### src/rtl/input_cond_pkg.sv
// Shared defaults, legal parameter ranges and counter sizing for input_conditioner.
package input_cond_pkg;

    localparam int DEF_W        = 8;
    localparam int DEF_STAGES   = 2;
    localparam int DEF_FILT_LEN = 3;

    localparam int STAGES_MIN   = 2;
    localparam int STAGES_MAX   = 4;
    localparam int FILT_LEN_MIN = 1;
    localparam int FILT_LEN_MAX = 255;

    // Counter must hold values 0..filt_len-1; one extra state keeps FILT_LEN=1 at width 1.
    function automatic int cnt_width(input int filt_len);
        return (filt_len < 1) ? 1 : $clog2(filt_len + 1);
    endfunction

    function automatic bit params_legal(input int stages, input int filt_len);
        return (stages >= STAGES_MIN) && (stages <= STAGES_MAX) &&
               (filt_len >= FILT_LEN_MIN) && (filt_len <= FILT_LEN_MAX);
    endfunction

endpackage

### src/rtl/input_conditioner_sync_chain.sv
// W-bit, STAGES-deep metastability synchroniser; async reset loads RESET_VAL into every stage.
module sync_chain #(
    parameter int             W         = 8,
    parameter int             STAGES    = 2,
    parameter logic [W-1:0]   RESET_VAL = '0
) (
    input  logic         clk,
    input  logic         rst_n,
    input  logic [W-1:0] d,
    output logic [W-1:0] q
);

    logic [STAGES-1:0][W-1:0] stage;

    always_ff @(posedge clk or negedge rst_n) begin
        if (!rst_n) begin
            stage <= {STAGES{RESET_VAL}};
        end else begin
            stage <= {stage[STAGES-2:0], d};
        end
    end

    assign q = stage[STAGES-1];

endmodule

### src/rtl/input_conditioner.sv
// Synchronise, glitch-filter and edge-detect W asynchronous pins; strobes coincide with the new pin_out.
// INPUT_COND_FILTER_EN enables the FILT_LEN persistence filter; otherwise pin_out follows s_last every edge.
module input_conditioner
    import input_cond_pkg::*;
#(
    parameter int           W         = DEF_W,
    parameter int           STAGES    = DEF_STAGES,
    parameter int           FILT_LEN  = DEF_FILT_LEN,
    parameter logic [W-1:0] RESET_VAL = {W{1'b0}}
) (
    input  logic         eclk,
    input  logic         ereset_n,
    input  logic [W-1:0] pin_in,
    output logic [W-1:0] pin_out,
    output logic [W-1:0] rise,
    output logic [W-1:0] fall,
    output logic         any_change
);

    if (!params_legal(STAGES, FILT_LEN)) begin : g_param_check
        $error("input_conditioner: STAGES or FILT_LEN outside legal range");
    end

    logic [W-1:0] s_last;
    logic [W-1:0] pin_nxt;

    sync_chain #(
        .W         (W),
        .STAGES    (STAGES),
        .RESET_VAL (RESET_VAL)
    ) u_sync (
        .clk   (eclk),
        .rst_n (ereset_n),
        .d     (pin_in),
        .q     (s_last)
    );

`ifdef INPUT_COND_FILTER_EN
    localparam int             CW      = cnt_width(FILT_LEN);
    localparam logic [CW-1:0]  CNT_MAX = CW'(FILT_LEN - 1);
    localparam logic [CW-1:0]  CNT_ONE = CW'(1);

    logic [W-1:0][CW-1:0] cnt;
    logic [W-1:0][CW-1:0] cnt_nxt;

    // Any return of s_last to pin_out clears the run, so only uninterrupted runs are accepted.
    always_comb begin
        pin_nxt = pin_out;
        cnt_nxt = cnt;
        for (int i = 0; i < W; i++) begin
            if (s_last[i] == pin_out[i]) begin
                cnt_nxt[i] = '0;
            end else if (cnt[i] == CNT_MAX) begin
                pin_nxt[i] = s_last[i];
                cnt_nxt[i] = '0;
            end else begin
                cnt_nxt[i] = cnt[i] + CNT_ONE;
            end
        end
    end

    always_ff @(posedge eclk or negedge ereset_n) begin
        if (!ereset_n) begin
            cnt <= '0;
        end else begin
            cnt <= cnt_nxt;
        end
    end
`else
    assign pin_nxt = s_last;
`endif

    always_ff @(posedge eclk or negedge ereset_n) begin
        if (!ereset_n) begin
            pin_out    <= RESET_VAL;
            rise       <= '0;
            fall       <= '0;
            any_change <= 1'b0;
        end else begin
            pin_out    <= pin_nxt;
            rise       <= pin_nxt & ~pin_out;
            fall       <= ~pin_nxt & pin_out;
            any_change <= |(pin_nxt ^ pin_out);
        end
    end

endmodule

### config.mk
export PLATFORM = sky130hd
export DESIGN_NAME = input_conditioner
export DESIGN_NICKNAME = d
export VERILOG_FILES = /design/src/rtl/input_cond_pkg.sv /design/src/rtl/input_conditioner_sync_chain.sv /design/src/rtl/input_conditioner.sv
export SDC_FILE = /design/constraint.sdc
export NUM_CORES = 1
export LEC_CHECK = 0
export ABC_AREA = 1
export CAP_MARGIN = 20
export CELL_PAD_IN_SITES_DETAIL_PLACEMENT = 1
export CELL_PAD_IN_SITES_GLOBAL_PLACEMENT = 1
export CORE_UTILIZATION = 34
export DETAILED_ROUTE_END_ITERATION = 10
export GPL_ROUTABILITY_DRIVEN = 0
export GPL_TIMING_DRIVEN = 0
export PLACE_DENSITY_LB_ADDON = 0.1
export SETUP_SLACK_MARGIN = 0.02
export SKIP_LAST_GASP = 1
export SLEW_MARGIN = 0
export SYNTH_ARGS = -nofsm -noshare
export SYNTH_HDL_FRONTEND = slang
export SYNTH_HIERARCHICAL = 1
export SYNTH_SLANG_ARGS = --single-unit
### constraint.sdc
create_clock -name eclk -period 1 [get_ports eclk]
set_input_delay 0.2 -clock eclk [delete_from_list [all_inputs] [get_ports eclk]]
set_output_delay 0.2 -clock eclk [all_outputs]
set_load 0.03 [all_outputs]
# Word level (Yosys, flattened, before mapping)

Index checks and enable logic that the tools add are counted.

Input port bits: 10
Output and inout bits: 25
Register bits: 41
Logic and storage cells: 12

Bitwise operators: 5
Reduce and logical (&&, ||, !) cells: 1

Operators by type and width:

| cell               | number |
|---|---|
| 8-bit bitwise AND  | 2 |
| 8-bit NOT          | 2 |
| 8-bit OR reduction | 1 |
| 8-bit bitwise XOR  | 1 |

# Longest topological paths before layout

Depth in word-level cells: 2
Depth in mapped cells: 5
Depth with buffers taken out: 5

# Hierarchy

Netlist, hierarchy kept.

Modules (own cells, without submodules):

| module            | cells an instance | area each (um^2) | instances | seq. area each (um^2) |
|---|---|---|---|---|
| input_conditioner | 64                | 912.1            | 1         | 625.6 |
| sync_chain        | 24                | 460.4            | 1         | 400.4 |

# Least setup slack after synthesis

OpenSTA, ideal clock, no wires.

Kind: reg2reg
Start: register pin_out[1]
End: register any_change
Data required time: 881 ps
Path slack: -149 ps
Arrival time: 1030 ps
Path buffers: 0
Stages on the path, launching flop included: 6
Period minus slack after synthesis: 1149 ps
Library setup time: 119 ps
Cell sequence: dfrtp_1 inv_1 ha_1 nand2_1 nor2_1 nand2_1

Cells in the longest elaborated chain, start to end: 2

Ends and longest elaborated chain:

| item                   | line                    | text |
|---|---|---|
| from (decl)            | input_conditioner.sv:14 | `output logic [W-1:0] pin_out,` |
| from (signal assigned) | input_conditioner.sv:80 | `pin_out <= pin_nxt;` |
| 8-bit bitwise XOR      | input_conditioner.sv:83 | `any_change <= \|(pin_nxt ^ pin_out);` |
| 8-bit OR reduction     | input_conditioner.sv:83 |  |
| to (signal assigned)   | input_conditioner.sv:83 |  |
| to (decl)              | input_conditioner.sv:17 | `output logic any_change` |

No other way between the ends.

# Worst setup path after layout

Start: register pin_out[1]
End: output port pin_out[1]

No word-level cell between the ends.

==> metrics <==
delay-heaviest family, CP=flip-flops; WL final=2110 um; starting density of the core=0.364; register area share after synthesis=0.747; CTS Hold Buffers Added=0; Yosys reg bits=41; clk_lat worst skew=290 ps; Detail Route Antenna Nets=0; CP max FO=3; H-tree Lvls=2; DR pass1 iterations=2; most frequent cells in the layout=dfrtp_1, buf_6, ha_1; clock sink count=41; fin. max-slew vios=0; remaining routing DRC violations=0; pwr dens=1650 nW/um2; Horiz. Die Dim=65.5 um; first-pass GRT wire length=3550 um; Logic pwr share=0.121; RSZ-0062 raised after global routing=true; fin area=1960 um2; main combinational cell family by area after synthesis=adder cells; Mapped Cells=88; Worst Hold Class=primary input to async pin; CP max stage cell=dfrtp_2; Crit Path Class=register to output pin; XOR/XNOR share of the synthesized area=0; final worst setup slack=-63.9 ps; final period utilization=1.06; Req. time, crit path=800 ps; max frequency=940 MHz; syn avg cell area=15.6 um2; Synth Area in Adders=0.146; status=finished with violations; Via density=4.10; Clk network pwr share=0.325; Maximum Capacitance Violations=0; worst ir drop on vdd=0.00104 V; Netlist Area Pre-Place=1370 um2; largest net degree at the start of global routing=42; Worst Setup Start Kind=register; Total Routing Usage GR=0.124; Root Buffer=clkbuf_8; Placed Instance Area=1780 um2; slowest cell delay on critical path=430 ps; DR WL met3=141 um; Max clock buf depth=2; Worst-Margin Slew=873 ps; internal power=2470 uW; die height=65.5 um; vias in the first global route=760; Area Overhead vs Synth=43.0%; r2r startpoint=pin_out[6]; switching power=772 uW; Vias=718; Hold Violations, Final=0; Synth Area in Simple Gates=0.0191; CTS tree=done; Leak=0.000961 uW; n_diodes=0; Sw Ratio=0.238; Reg power frac=0.555; # rows=22; relative slew slack=0.418; final core occ=0.521; unique cell type count in the Yosys netlist=6; complex-gate fraction of the synthesized area=0; setup violators final=11; # port buffers=34; fraction of layout cells with a size suffix above 1=0.496; critical path data arrival time=860 ps; die area=4290 um2; Initial DRC Count=18; worst path bufs/invs=1; highest metal used=met4; failing checks=negative setup slack; fin crit period=1060 ps; GRT overflow=0; mux cell area share after synthesis=0; Avg WL per Cell=12.1 um; initial antenna violation count=0; setup TNS=-492 ps; CP startpoint=pin_out[1]; clock-pin slew on the worst setup and hold paths=70 ps; Core Box Area=3770 um2; Synth Net Count=114; Final Skew=1.80 ps; critical path cell sequence=buf_6; met2 WL=1160 um; Net count, final=153; IO Pins=35; Yosys warning count=6; most common cell after layout, fill and taps aside=dfrtp_1; HPWL Detailed=1370 um; Setup crit end kind=output pin; cts bufs inserted=5; Met1 Wirelength=763 um
## synthesized netlist by cell type
library cell  count  share of area
nand2_1           5          0.014
buf_4             8          0.044
inv_1            16          0.044
nor2_1            2         0.0055
ha_1             16           0.15
dfrtp_1          41           0.75
## layout make-up
class / count / area (um2)
inverters: 16 / 60.1
multi-input cells: 23 / 309
well taps: 48 / 60.1
repair buffers: 40 / 412
flip-flops and latches: 41 / 1040
fillers: 357 / 1810
clock buffers: 7 / 86.3
## sequential cells by signal (all words and copies together) (netlist names)
register / flops
u_sync/stage: 8
u_sync/q: 8
pin_out: 8
fall: 8
rise: 8
any_change: 1
## cell families (layout without fill, tap and decap cells)
family / count (synthesis) / count (layout)
AND/OR/NAND/NOR: 7 / 7
adder cells (fa/ha/maj): 16 / 16
buffers and inverters: 24 / 63
flip-flops: 41 / 41
## metrics by stage
stage	std cells	hold slack [ps]	worst slack, ps	total power, uW
after global routing	175	87.9	-99.9	3420
after floorplan	88	-95.6	-42.1	1980
after detailed placement	170	338	-252	2180
after global placement	170	334	-1370	2160
after CTS	174	59.3	-80.8	3310
final	175	26.1	-63.9	3250
## what timing repair did
item                                    CTS  global route
endpoints found under the setup margin   26            26
setup buffers                             5             1
pin swaps                                 5             3
resized for setup                       184             0
## layer usage
layer	global-route usage	up-vias
met5	0	-
met3	0.0677	5
met4	0.0652	0
met1	0.114	361
li1	-	326
met2	0.215	26
## final timing paths
kind | to | depth (start not counted) | slack [ps]
worst max-delay path | pin_out[1] | 1 | -60
worst min-delay path | rise[4] | 1 | 30
worst max register to register | any_change | 5 | -10
worst min register to register | u_sync/q[3] | 0 | 350
max in group asynchronous | pin_out[7] | 1 | 360
min in group eclk | u_sync/stage[2] | 1 | 350
## power by group through the flow
stage | combinational, uW | clock, uW | sequential [uW]
2_1_floorplan | 74.6 | 0 | 1910
3_3_place_gp | 359 | 0 | 1800
3_5_place_dp | 369 | 0 | 1810
4_1_cts | 396 | 1110 | 1800
5_1_grt | 427 | 1190 | 1810
6_report | 391 | 1050 | 1800
Note: power is estimated with default switching activity, not from simulation.
